**src/rtl/hazard_unit_mc.sv**
```systemverilog
// Hazard unit for the 5-stage pipelined ARM core (F/D/E/M/W).
// Provides operand forwarding selects, load-use and PC-write interlocks,
// a hold controller for multi-cycle execute ops, and saturating
// stall/flush performance counters.
module hazard_unit_mc #(
    parameter int NSRC    = 3,
    parameter int REGW    = 4,
    parameter int PC_IDX  = 15,
    parameter int MUL_LAT = 3,
    parameter int CNT_W   = 16
) (
    input  logic                   clk,
    input  logic                   reset,
    input  logic [NSRC*REGW-1:0]   RA_D,
    input  logic [NSRC-1:0]        SrcValidD,
    input  logic [NSRC*REGW-1:0]   RA_E,
    input  logic [NSRC-1:0]        SrcValidE,
    input  logic [REGW-1:0]        WA_E,
    input  logic [REGW-1:0]        WA_M,
    input  logic [REGW-1:0]        WA_W,
    input  logic                   RegWriteE,
    input  logic                   RegWriteM,
    input  logic                   RegWriteW,
    input  logic                   MemtoRegE,
    input  logic                   MulStartE,
    input  logic                   PCSrcD,
    input  logic                   PCSrcE,
    input  logic                   PCSrcM,
    input  logic                   PCSrcW,
    input  logic                   BranchTakenE,
    input  logic                   PerfClr,
    output logic [2*NSRC-1:0]      ForwardE,
    output logic                   StallF,
    output logic                   StallD,
    output logic                   StallE,
    output logic                   FlushD,
    output logic                   FlushE,
    output logic                   FlushM,
    output logic                   MulBusy,
    output logic [CNT_W-1:0]       StallCnt,
    output logic [CNT_W-1:0]       FlushCnt
);

    localparam logic [REGW-1:0]  PC_REG   = REGW'(PC_IDX);
    localparam bit               MULTI    = (MUL_LAT > 1);
    localparam logic [3:0]       CNT_INIT = (MUL_LAT >= 3) ? 4'(MUL_LAT - 3) : 4'd0;
    localparam logic [CNT_W-1:0] CNT_MAX  = '1;
    localparam logic [CNT_W-1:0] CNT_ONE  = CNT_W'(1);

    typedef enum logic [1:0] {
        IDLE,
        BUSY,
        LAST
    } mulState_t;

    mulState_t  mulState;
    logic [3:0] mulCnt;
    logic       ldStall;
    logic       pcPend;
    logic       mulHold;

    // Per-source forwarding select; the M stage result wins over W.
    always_comb begin
        ForwardE = '0;
        for (int unsigned i = 0; i < NSRC; i++) begin
            if (SrcValidE[i] && (RA_E[i*REGW +: REGW] != PC_REG)) begin
                if (RegWriteM && (WA_M == RA_E[i*REGW +: REGW]))
                    ForwardE[2*i +: 2] = 2'b10;
                else if (RegWriteW && (WA_W == RA_E[i*REGW +: REGW]))
                    ForwardE[2*i +: 2] = 2'b01;
            end
        end
    end

    // Load-use interlock: a D source reads the register a load in E writes.
    always_comb begin
        ldStall = 1'b0;
        for (int unsigned i = 0; i < NSRC; i++) begin
            if (SrcValidD[i] && (RA_D[i*REGW +: REGW] != PC_REG) &&
                (RA_D[i*REGW +: REGW] == WA_E))
                ldStall = 1'b1;
        end
        ldStall = ldStall & MemtoRegE & RegWriteE;
    end

    assign pcPend = PCSrcD | PCSrcE | PCSrcM;

    // Hold request for the multi-cycle op; reset drops it without waiting for a clock.
    always_comb begin
        mulHold = 1'b0;
        case (mulState)
            IDLE:    mulHold = MulStartE & MULTI;
            BUSY:    mulHold = 1'b1;
            default: mulHold = 1'b0;
        endcase
        mulHold = mulHold & ~reset;
    end

    // Multi-cycle op sequencer: holds E for MUL_LAT-1 cycles, then one release cycle.
    always_ff @(posedge clk or posedge reset) begin
        if (reset) begin
            mulState <= IDLE;
            mulCnt   <= '0;
        end else begin
            case (mulState)
                IDLE: begin
                    if (MulStartE && MULTI) begin
                        if (MUL_LAT == 2) begin
                            mulState <= LAST;
                        end else begin
                            mulState <= BUSY;
                            mulCnt   <= CNT_INIT;
                        end
                    end
                end
                BUSY: begin
                    if (mulCnt == '0)
                        mulState <= LAST;
                    else
                        mulCnt <= mulCnt - 4'd1;
                end
                LAST:    mulState <= IDLE;
                default: mulState <= IDLE;
            endcase
        end
    end

    // Pipeline stall and flush controls; a held E stage is never flushed.
    always_comb begin
        StallF  = ldStall | pcPend | mulHold;
        StallD  = ldStall | mulHold;
        StallE  = mulHold;
        FlushM  = mulHold;
        FlushD  = (pcPend | PCSrcW | BranchTakenE) & ~mulHold;
        FlushE  = (ldStall | BranchTakenE) & ~mulHold;
        MulBusy = (mulState != IDLE) | mulHold;
    end

    // Saturating performance counters; clear takes priority over counting.
    always_ff @(posedge clk or posedge reset) begin
        if (reset) begin
            StallCnt <= '0;
            FlushCnt <= '0;
        end else if (PerfClr) begin
            StallCnt <= '0;
            FlushCnt <= '0;
        end else begin
            if (StallD && (StallCnt != CNT_MAX))
                StallCnt <= StallCnt + CNT_ONE;
            if ((FlushD || FlushE) && (FlushCnt != CNT_MAX))
                FlushCnt <= FlushCnt + CNT_ONE;
        end
    end

endmodule

```
**config.mk**
```make
export PLATFORM = sky130hd
export DESIGN_NAME = hazard_unit_mc
export DESIGN_NICKNAME = d
export VERILOG_FILES = /design/src/rtl/hazard_unit_mc.sv
export SDC_FILE = /design/constraint.sdc
export NUM_CORES = 1
export LEC_CHECK = 0
export ABC_AREA = 1
export ABC_CLOCK_PERIOD_IN_PS = 2100
export CORE_UTILIZATION = 48
export CTS_BUF_LIST = sky130_fd_sc_hd__clkbuf_8
export CTS_CLUSTER_DIAMETER = 120
export DETAILED_ROUTE_END_ITERATION = 8
export GPL_TIMING_DRIVEN = 0
export HOLD_SLACK_MARGIN = 0.15
export PLACE_DENSITY_LB_ADDON = 0.25
export REMOVE_ABC_BUFFERS = 1
export SLEW_MARGIN = 20
export SYNTH_ARGS = -nofsm -noshare
export SYNTH_HDL_FRONTEND = slang
export SYNTH_SLANG_ARGS = --single-unit
```
**constraint.sdc**
```tcl
create_clock -name clk -period 2.1 [get_ports clk]
set_clock_uncertainty 0.05 [all_clocks]
set_input_delay 0.21 -clock clk [delete_from_list [all_inputs] [get_ports clk]]
set_output_delay 0.21 -clock clk [all_outputs]
set_load 0.02 [all_outputs]
```
==> insert_results.sql, run 1 <==
INSERT INTO impl_metrics (metric_group, metric, value, unit) VALUES
('run_status', 'status', 'completed', ''),
('yosys', 'yosys_warnings', '0', ''),
('global_route', 'use_met2', '41.8', '%'),
('layout', 'num-nets-final', '616', ''),
('timing', 'layout_min_cycle_time', '2030', 'ps'),
('die', 'floorplan.initialDensity', '50.4', '%'),
('power_and_ir_drop', 'combPwrFrac', '42.3', '%'),
('timing', 'grt_setup_unrepaired', 'yes', ''),
('routing', 'drt_pre_antenna_iters', '4', ''),
('timing', 'fin_ws', '69.9', 'ps'),
('global_route', 'grt_overflow', '0', ''),
('power_and_ir_drop', 'static_leakage', '2.25', 'nW'),
('timing', 'final.period_utilization', '96.7', '%'),
('cts', 'cts.clk_slew.worst_paths', '70', 'ps'),
('power_and_ir_drop', 'pwr-share-seq', '35.8', '%'),
('worst_setup_path', 'timing.critical_path.from_type', 'flop', ''),
('worst_setup_path', 'cp-end-kind', 'flop', ''),
('yosys', 'synth_seq_area_share', '31.5', '%'),
('timing', 'slew-limit-headroom', '55.9', '%'),
('timing', 'final-max-slew-violation-count', '0', ''),
('yosys', 'syn-instance-count', '442', ''),
('global_route', 'first_global_vias', '3002', ''),
('global_route', 'grt_antenna_before_repair', '0', ''),
('layout', 'final-seq-area', '951', 'sq um'),
('routing', 'dr.first_iter.drc_count', '132', ''),
('routing', 'route.detailed.wl_per_inst', '13.2', 'microns'),
('cts', 'tritoncts', 'yes', ''),
('cts', 'htreeDepth', '2', ''),
('power_and_ir_drop', 'powerDensity', '534', 'nW/um^2'),
('cts', 'clock_insertion_delay_worst_skew', '290', 'ps'),
('yosys', 'top_cells_by_area_in_the_synthesized_netlist', 'sky130_fd_sc_hd__dfrtp_1 32%, sky130_fd_sc_hd__nand2_1 14%, sky130_fd_sc_hd__nand3_1 9.1%', ''),
('yosys', 'netlist-cell-type-count', '37', ''),
('layout', 'insertedDiodeCount', '0', ''),
('global_route', 'gr-max-usage-layer', 'met2', ''),
('power_and_ir_drop', 'switching_power_total', '0.901', 'mW'),
('cts', 'cts-root-to-sink-buffers', '2', ''),
('global_route', 'groute.usage.overall', '24.5', '%'),
('yosys', 'synthesis.area', '3020', 'sq um'),
('layout', 'drive_gt1_share', '12.5', '%'),
('routing', 'detail-route-antenna-nets', '0', ''),
('layout', 'multi_input_area', '1890', 'sq um'),
('routing', 'vias', '3365', ''),
('yosys', 'synth.avg_cell_area', '6.82', 'sq um'),
('layout', 'n_fill_cell', '475', ''),
('die', 'design.core.area', '5990', 'sq um'),
('cts', 'root_buffer', 'sky130_fd_sc_hd__clkbuf_8', ''),
('timing', 'hold_violations', '0', ''),
('place', 'place_worst_setup_slack', '-591', 'ps'),
('min_path', 'hold_path.class', 'primary input to async pin', ''),
('routing', 'vias_per_std_cell', '5.32', ''),
('routing', 'drt-total-wl', '8380', 'microns'),
('die', 'num_io_pins', '100', ''),
('timing', 'worst-slew-pin-transition', '661', 'ps'),
('global_route', 'use_met1', '31.9', '%'),
('yosys', 'synth.largest_area_cell', 'sky130_fd_sc_hd__dfrtp_1', ''),
('die', 'die_height', '81.3', 'microns'),
('worst_setup_path', 'r2r_slack', '70', 'ps'),
('routing', 'remaining_design_rule_violation_count', '0', ''),
('place', 'gp_congestion', '0.828', ''),
('timing', 'timing.final.setup_violations', '0', ''),
('layout', 'fin_area', '4450', 'sq um'),
('die', 'dieArea', '6610', 'sq um'),
('power_and_ir_drop', 'p_int', '1.47', 'mW'),
('yosys', 'synth.ff_latch_count', '38', ''),
('worst_setup_path', 'timing.setup.critical_path_class', 'flop to flop', ''),
('global_route', 'groute.layer.met3.usage', '4.04', '%'),
('power_and_ir_drop', 'power.ir.vdd_worst', '0.589', 'mV'),
('worst_setup_path', 'critPathArrivalTime', '2160', 'ps'),
('global_route', 'grt_pass1_wl', '12900', 'microns'),
('global_route', 'pin_count_of_the_biggest_net_entering_global_routing', '53', ''),
('flow_run', 'max_cap_violations', '0', ''),
('layout', 'growth_of_design_area_from_synthesis_to_finish', '47.4', '%'),
('worst_setup_path', 'critical_path_required', '2230', 'ps'),
('place', 'detailed_place.area', '4060', 'sq um'),
('cts', 'cts_num_sinks', '38', ''),
('timing', 'max_clock_freq', '493', 'MHz'),
('place', 'portbufs', '99', ''),
('die', 'chipWidth', '81.3', 'microns'),
('yosys', 'yosys.area.top_type_share', '31.5', '%'),
('power_and_ir_drop', 'clkPwrFrac', '22.0', '%'),
('power_and_ir_drop', 'sw_frac_of_total', '38.0', '%'),
('place', 'dpl.hpwl', '5690', 'microns'),
('cts', 'numCtsBuffers', '5', ''),
('die', 'core.rowCount', '28', ''),
('worst_setup_path', 'crit_fanout', '7', '');
[critical path, cell delays in order, from the launching register on]
cell	delay (ps)
sky130_fd_sc_hd__dfrtp_1	390
sky130_fd_sc_hd__ha_2	200
sky130_fd_sc_hd__nand2_2	70
sky130_fd_sc_hd__nor2_4	150
sky130_fd_sc_hd__nand3_4	100
sky130_fd_sc_hd__inv_2	90
sky130_fd_sc_hd__nand4_4	100
sky130_fd_sc_hd__nor2_4	160
sky130_fd_sc_hd__nand4_4	220
sky130_fd_sc_hd__clkbuf_16	240
sky130_fd_sc_hd__nand4_1	80
sky130_fd_sc_hd__nand2_1	70
[cell usage after synthesis]
cell / count
sky130_fd_sc_hd__o31ai_1: 9
sky130_fd_sc_hd__nor2_4: 1
sky130_fd_sc_hd__xnor2_1: 17
sky130_fd_sc_hd__buf_6: 1
sky130_fd_sc_hd__nand2_4: 1
sky130_fd_sc_hd__xor2_1: 22
sky130_fd_sc_hd__a2111oi_0: 2
sky130_fd_sc_hd__nor3_2: 1
sky130_fd_sc_hd__nor2_1: 43
sky130_fd_sc_hd__dfrtp_1: 38
sky130_fd_sc_hd__inv_2: 7
sky130_fd_sc_hd__inv_1: 57
sky130_fd_sc_hd__clkinv_1: 1
sky130_fd_sc_hd__buf_2: 3
sky130_fd_sc_hd__a21boi_2: 1
sky130_fd_sc_hd__o21bai_1: 1
sky130_fd_sc_hd__nand4_2: 1
sky130_fd_sc_hd__clkbuf_1: 6
sky130_fd_sc_hd__o21ai_0: 7
sky130_fd_sc_hd__a31oi_1: 1
sky130_fd_sc_hd__nor4_1: 4
sky130_fd_sc_hd__or2_2: 1
sky130_fd_sc_hd__ha_1: 4
sky130_fd_sc_hd__nor2_2: 1
sky130_fd_sc_hd__nand2_1: 111
sky130_fd_sc_hd__a21oi_1: 5
sky130_fd_sc_hd__nand3b_1: 2
sky130_fd_sc_hd__buf_4: 3
sky130_fd_sc_hd__o21ai_1: 2
sky130_fd_sc_hd__o22ai_1: 3
sky130_fd_sc_hd__nor3_1: 4
sky130_fd_sc_hd__nand4_4: 1
sky130_fd_sc_hd__nand3_1: 55
sky130_fd_sc_hd__a211oi_1: 1
sky130_fd_sc_hd__nand4_1: 23
sky130_fd_sc_hd__nand2_2: 1
sky130_fd_sc_hd__nand3_2: 1
[kinds of logic after synthesis]
kind of cell	share of synthesized area [%]
XOR/XNOR	11.3
adder cells (fa/ha/maj)	1.66
AO/OA/AOI/OAI	6.84
buffers and inverters	10.5
flip-flops	31.5
AND/OR/NAND/NOR	38.2
[path summary, 6_finish.rpt]
path / start / to / cells after the start
max: FlushCnt[1]$_DFFE_PP0P_ / FlushCnt[3]$_DFFE_PP0P_ / 11
min: reset / mulCnt[2]$_DFFE_PP0P_ / 2
max reg2reg: FlushCnt[1]$_DFFE_PP0P_ / FlushCnt[3]$_DFFE_PP0P_ / 11
min reg2reg: mulCnt[2]$_DFFE_PP0P_ / mulCnt[2]$_DFFE_PP0P_ / 2
max in group asynchronous: reset / StallCnt[12]$_DFFE_PP0P_ / 3
min in group clk: mulCnt[2]$_DFFE_PP0P_ / mulCnt[2]$_DFFE_PP0P_ / 2
[timing repair]
action / in CTS / in global routing
setup endpoints to repair: 44 / 44
endpoints found under the hold margin: 0 / 0
hold buffers: 0 / 0
pin swaps: 0 / 9
gates resized for setup: 25 / 36
gates cloned: 0 / 3
setup buffers: 3 / 15
[registers in the layout, indices dropped and copies added, names as in the netlist]
register / cells
mulState: 2
mulCnt: 4
StallCnt: 16
FlushCnt: 16
[through the flow]
stage | hold WS (ps) | total power, mW | utilization, % | cells | setup TNS (ps)
4_1_cts | 233 | 2.29 | 70.3 | 615 | 0
3_3_place_gp | 471 | 1.74 | 67.3 | 603 | -21010
2_1_floorplan | 226 | 1.38 | - | 429 | -7520
6_report | 223 | 2.37 | 74.2 | 633 | 0
5_1_grt | 246 | 2.53 | 74.2 | 633 | -498
3_5_place_dp | 496 | 1.77 | 67.8 | 604 | -12550
[cells in the final DEF, fill, tap and decap left out, drive strengths merged, types with 3 or more instances in the layout]
master           n
ha               4
dfrtp           38
nor4             4
inv             65
o22ai            3
xnor2           17
clkdlybuf4s50   80
clkbuf          10
nand3           56
a21oi            5
buf             21
dlygate4sd2      6
o31ai            9
nand2          115
nor3             5
o21ai            9
nand4           25
nor2            45
dlymetal6s2s     8
xor2            22
[area by class of cell]
type	count	share of cell area, %
tap	75	2.11
timing repair buffer	119	26.5
sequential	38	21.4
clock inverter	2	0.197
inverter	65	5.52
clock buffer	6	1.86
multi-input combinational	328	42.4
[power by group through the flow]
stage	logic [mW]	registers, mW	clock network, mW
after detailed placement	0.900	0.867	0
after global routing	1.11	0.857	0.565
final	1.00	0.848	0.521
after global placement	0.872	0.864	0
after floorplan	0.485	0.891	0
after CTS	0.903	0.853	0.533
[layer usage]
metal	share of wire (%)	wire length, microns	up-vias
met5	0	0	-
met4	1.1	91	0
met3	7.6	636	12
met2	47	3970	117
met1	44	3690	1562
li1	-	-	1674
No activity file was read; power rests on OpenSTA's default activity.
==> inputs of run 2 (changes only) <==
--- a/config.mk
+++ b/config.mk
@@ -6,12 +6,11 @@
 export NUM_CORES = 1
 export LEC_CHECK = 0
 export ABC_AREA = 1
-export ABC_CLOCK_PERIOD_IN_PS = 2100
+export CORE_MARGIN = 1.5
 export CORE_UTILIZATION = 48
 export CTS_BUF_LIST = sky130_fd_sc_hd__clkbuf_8
 export CTS_CLUSTER_DIAMETER = 120
 export DETAILED_ROUTE_END_ITERATION = 8
-export GPL_TIMING_DRIVEN = 0
 export HOLD_SLACK_MARGIN = 0.15
 export PLACE_DENSITY_LB_ADDON = 0.25
 export REMOVE_ABC_BUFFERS = 1
==> insert_results.sql, run 2 (synthesized netlist as in run 1, its figures left out) <==
INSERT INTO impl_metrics (metric_group, metric, value, unit) VALUES
('worst_setup_path', 'cp-end-kind', 'output pin', ''),
('power_and_ir_drop', 'sw_frac_of_total', '37.2', '%'),
('cts', 'cts_hold_repair.buffers', '0', ''),
('worst_setup_path', 'max_stage_delay', '570', 'ps'),
('timing', 'worst-slew-pin-transition', '505', 'ps'),
('routing', 'drt-total-wl', '8840', 'microns'),
('layout', 'growth_of_design_area_from_synthesis_to_finish', '47.7', '%'),
('cts', 'numCtsBuffers', '5', ''),
('layout', 'drive_gt1_share', '13.4', '%'),
('timing', 'hold_violations', '0', ''),
('power_and_ir_drop', 'static_leakage', '2.26', 'nW'),
('routing', 'drt_pre_antenna_iters', '5', ''),
('layout', 'reg_top3', 'FlushCnt (16), StallCnt (16), mulCnt (4)', ''),
('die', 'dieArea', '6770', 'sq um'),
('layout', 'post_route_core_utilization', '74.4', '%'),
('layout', 'fin_cells', '650', ''),
('timing', 'fin_ws', '-68.8', 'ps'),
('timing', 'final.period_utilization', '103', '%'),
('layout', 'most-common-layout-cells', '111 x sky130_fd_sc_hd__nand2_1, 80 x sky130_fd_sc_hd__clkdlybuf4s50_1, 55 x sky130_fd_sc_hd__nand3_1', ''),
('cts', 'cts_num_sinks', '38', ''),
('worst_setup_path', 'timing.setup.critical_path_class', 'primary input to output pin', ''),
('worst_setup_path', 'worst-path-buf-inv', '2', ''),
('timing', 'totalNegativeSetupSlack', '-68.8', 'ps'),
('cts', 'tritoncts', 'yes', ''),
('timing', 'timing.final.setup_violations', '1', ''),
('worst_setup_path', 'timing.critical_path.max_delay_family', 'buffers and inverters', ''),
('power_and_ir_drop', 'clkPwrFrac', '22.1', '%'),
('timing', 'final.hold.worst_slack', '323', 'ps'),
('global_route', 'grt_antenna_before_repair', '0', ''),
('timing', 'layout_min_cycle_time', '2170', 'ps'),
('layout', 'num-nets-final', '633', ''),
('power_and_ir_drop', 'power.ir.vdd_worst', '0.497', 'mV'),
('timing', 'slew-limit-headroom', '66.4', '%'),
('global_route', 'pin_count_of_the_biggest_net_entering_global_routing', '53', ''),
('routing', 'route.detailed.wl_per_inst', '13.6', 'microns'),
('place', 'dpl.cell_count', '638', ''),
('layout', 'insertedDiodeCount', '0', ''),
('timing', 'grt_setup_unrepaired', 'yes', ''),
('power_and_ir_drop', 'pwr-share-seq', '35.8', '%'),
('place', 'place_worst_setup_slack', '-441', 'ps'),
('timing', 'max_clock_freq', '461', 'MHz'),
('worst_setup_path', 'cell_at_the_slowest_stage_of_the_critical_path', 'sky130_fd_sc_hd__clkdlybuf4s50_1', ''),
('die', 'core.rowCount', '28', ''),
('cts', 'clock_insertion_delay_worst_skew', '290', 'ps'),
('worst_setup_path', 'critical_path_required', '1840', 'ps'),
('power_and_ir_drop', 'switching_power_total', '0.888', 'mW'),
('global_route', 'grt_pass1_wl', '13700', 'microns'),
('place', 'gp_congestion', '0.924', ''),
('cts', 'cts-root-to-sink-buffers', '2', ''),
('run_status', 'status', 'finished, violations left', ''),
('global_route', 'first_global_vias', '3079', ''),
('routing', 'vias', '3496', ''),
('worst_setup_path', 'critPathArrivalTime', '1910', 'ps'),
('worst_setup_path', 'timing.critical_path.from_type', 'primary input', ''),
('cts', 'root_buffer', 'sky130_fd_sc_hd__clkbuf_8', ''),
('place', 'portbufs', '99', ''),
('flow_run', 'max_cap_violations', '0', ''),
('routing', 'vias_per_std_cell', '5.38', ''),
('worst_setup_path', 'crit_fanout', '4', ''),
('routing', 'detail-route-antenna-nets', '0', ''),
('die', 'chipWidth', '82.3', 'microns'),
('die', 'design.core.area', '5990', 'sq um'),
('run_status', 'violations', 'negative setup slack', ''),
('die', 'num_io_pins', '100', ''),
('die', 'floorplan.initialDensity', '50.4', '%'),
('global_route', 'groute.usage.overall', '26.0', '%'),
('cts', 'cts.clk_slew.worst_paths', '80', 'ps'),
('place', 'dpl.hpwl', '6370', 'microns'),
('layout', 'mostFrequentLayoutCell', 'sky130_fd_sc_hd__nand2_1', ''),
('power_and_ir_drop', 'p_int', '1.50', 'mW'),
('worst_setup_path', 'crit_path_cell_trace', 'clkdlybuf4s50_1 -> o22ai_1 -> a21oi_1 -> nand4_1 -> nor4_1 -> dlygate4sd2_1', ''),
('timing', 'final-max-slew-violation-count', '0', ''),
('min_path', 'hold_path.class', 'primary input to async pin', ''),
('routing', 'remaining_design_rule_violation_count', '0', ''),
('routing', 'dr.first_iter.drc_count', '143', ''),
('power_and_ir_drop', 'powerDensity', '536', 'nW/um^2'),
('cts', 'htreeDepth', '2', ''),
('power_and_ir_drop', 'combPwrFrac', '42.2', '%'),
('global_route', 'grt_overflow', '0', ''),
('die', 'die_height', '82.3', 'microns');
run 2: changes by cell type in the layout (fill, tap and decap cells not counted), sizes merged:
cell          previous run  this run
dlygate4sd2              6         8
inv                     65        64
nand2                  115       113
clkinvlp                 0         1
buf                     21        41
dlymetal6s2s             8         5
run 2: final timing paths:
path,from,to,slack [ps],cells after the start
min in group clk,mulCnt[2]$_DFFE_PP0P_,mulCnt[2]$_DFFE_PP0P_,500,2
worst max-delay path,RA_E[1],ForwardE[1],-70,6
worst min register to register,mulCnt[2]$_DFFE_PP0P_,mulCnt[2]$_DFFE_PP0P_,500,2
max in group asynchronous,reset,StallCnt[0]$_DFFE_PP0P_,1330,3
worst min-delay path,reset,mulState[0]$_DFFE_PP0P_,320,3
worst max register to register,StallCnt[0]$_DFFE_PP0P_,StallCnt[10]$_DFFE_PP0P_,170,11
run 2: worst reg2reg max path, cell delays in order, from the launching register on:
cell                       delay (ps)
sky130_fd_sc_hd__dfrtp_2          410
sky130_fd_sc_hd__ha_1             200
sky130_fd_sc_hd__nand2_1          110
sky130_fd_sc_hd__nor3_2           160
sky130_fd_sc_hd__nand2_1           90
sky130_fd_sc_hd__nor2_1           160
sky130_fd_sc_hd__nand3_1          120
sky130_fd_sc_hd__a21boi_2         170
sky130_fd_sc_hd__buf_4            160
sky130_fd_sc_hd__nand2_1           60
sky130_fd_sc_hd__nand2_1           40
sky130_fd_sc_hd__a21oi_1          130
run 2: what timing repair did:
item,CTS,global route
buffers inserted,0,4
gates resized for setup,24,21
endpoints found under the setup margin,13,19
pin swaps,0,1
run 2: layout make-up:
cell class	count	area [sq um]
Clock buffer	6	82.6
Clock inverter	2	12.5
Fill cell	494	1540
Inverter	65	244
Multi-Input combinational cell	326	1780
Sequential cell	38	952
Tap cell	75	93.8
Timing Repair Buffer	138	1280
run 2: power by group through the flow:
stage | clock (mW) | combinational (mW) | sequential, mW
finish | 0.527 | 1.01 | 0.854
global route | 0.566 | 1.11 | 0.863
CTS | 0.546 | 0.989 | 0.855
detailed placement | 0 | 1.01 | 0.868
global placement | 0 | 0.982 | 0.863
floorplan | 0 | 0.485 | 0.891
run 2: per-stage QoR:
step	power [mW]	cell area, sq um
floorplan	1.38	2950
finish	2.39	4450
global placement	1.85	4320
detailed placement	1.88	4320
global route	2.54	4450
CTS	2.39	4410
run 2: metal layers:
metal  share of wire [%]  up-vias  GRT usage, %
met3                 7.7       30          4.29
met5                   0        -             0
met1                  42     1633          32.0
met4                 3.1        0          10.2
met2                  48      133          45.0
li1                    -     1700             -
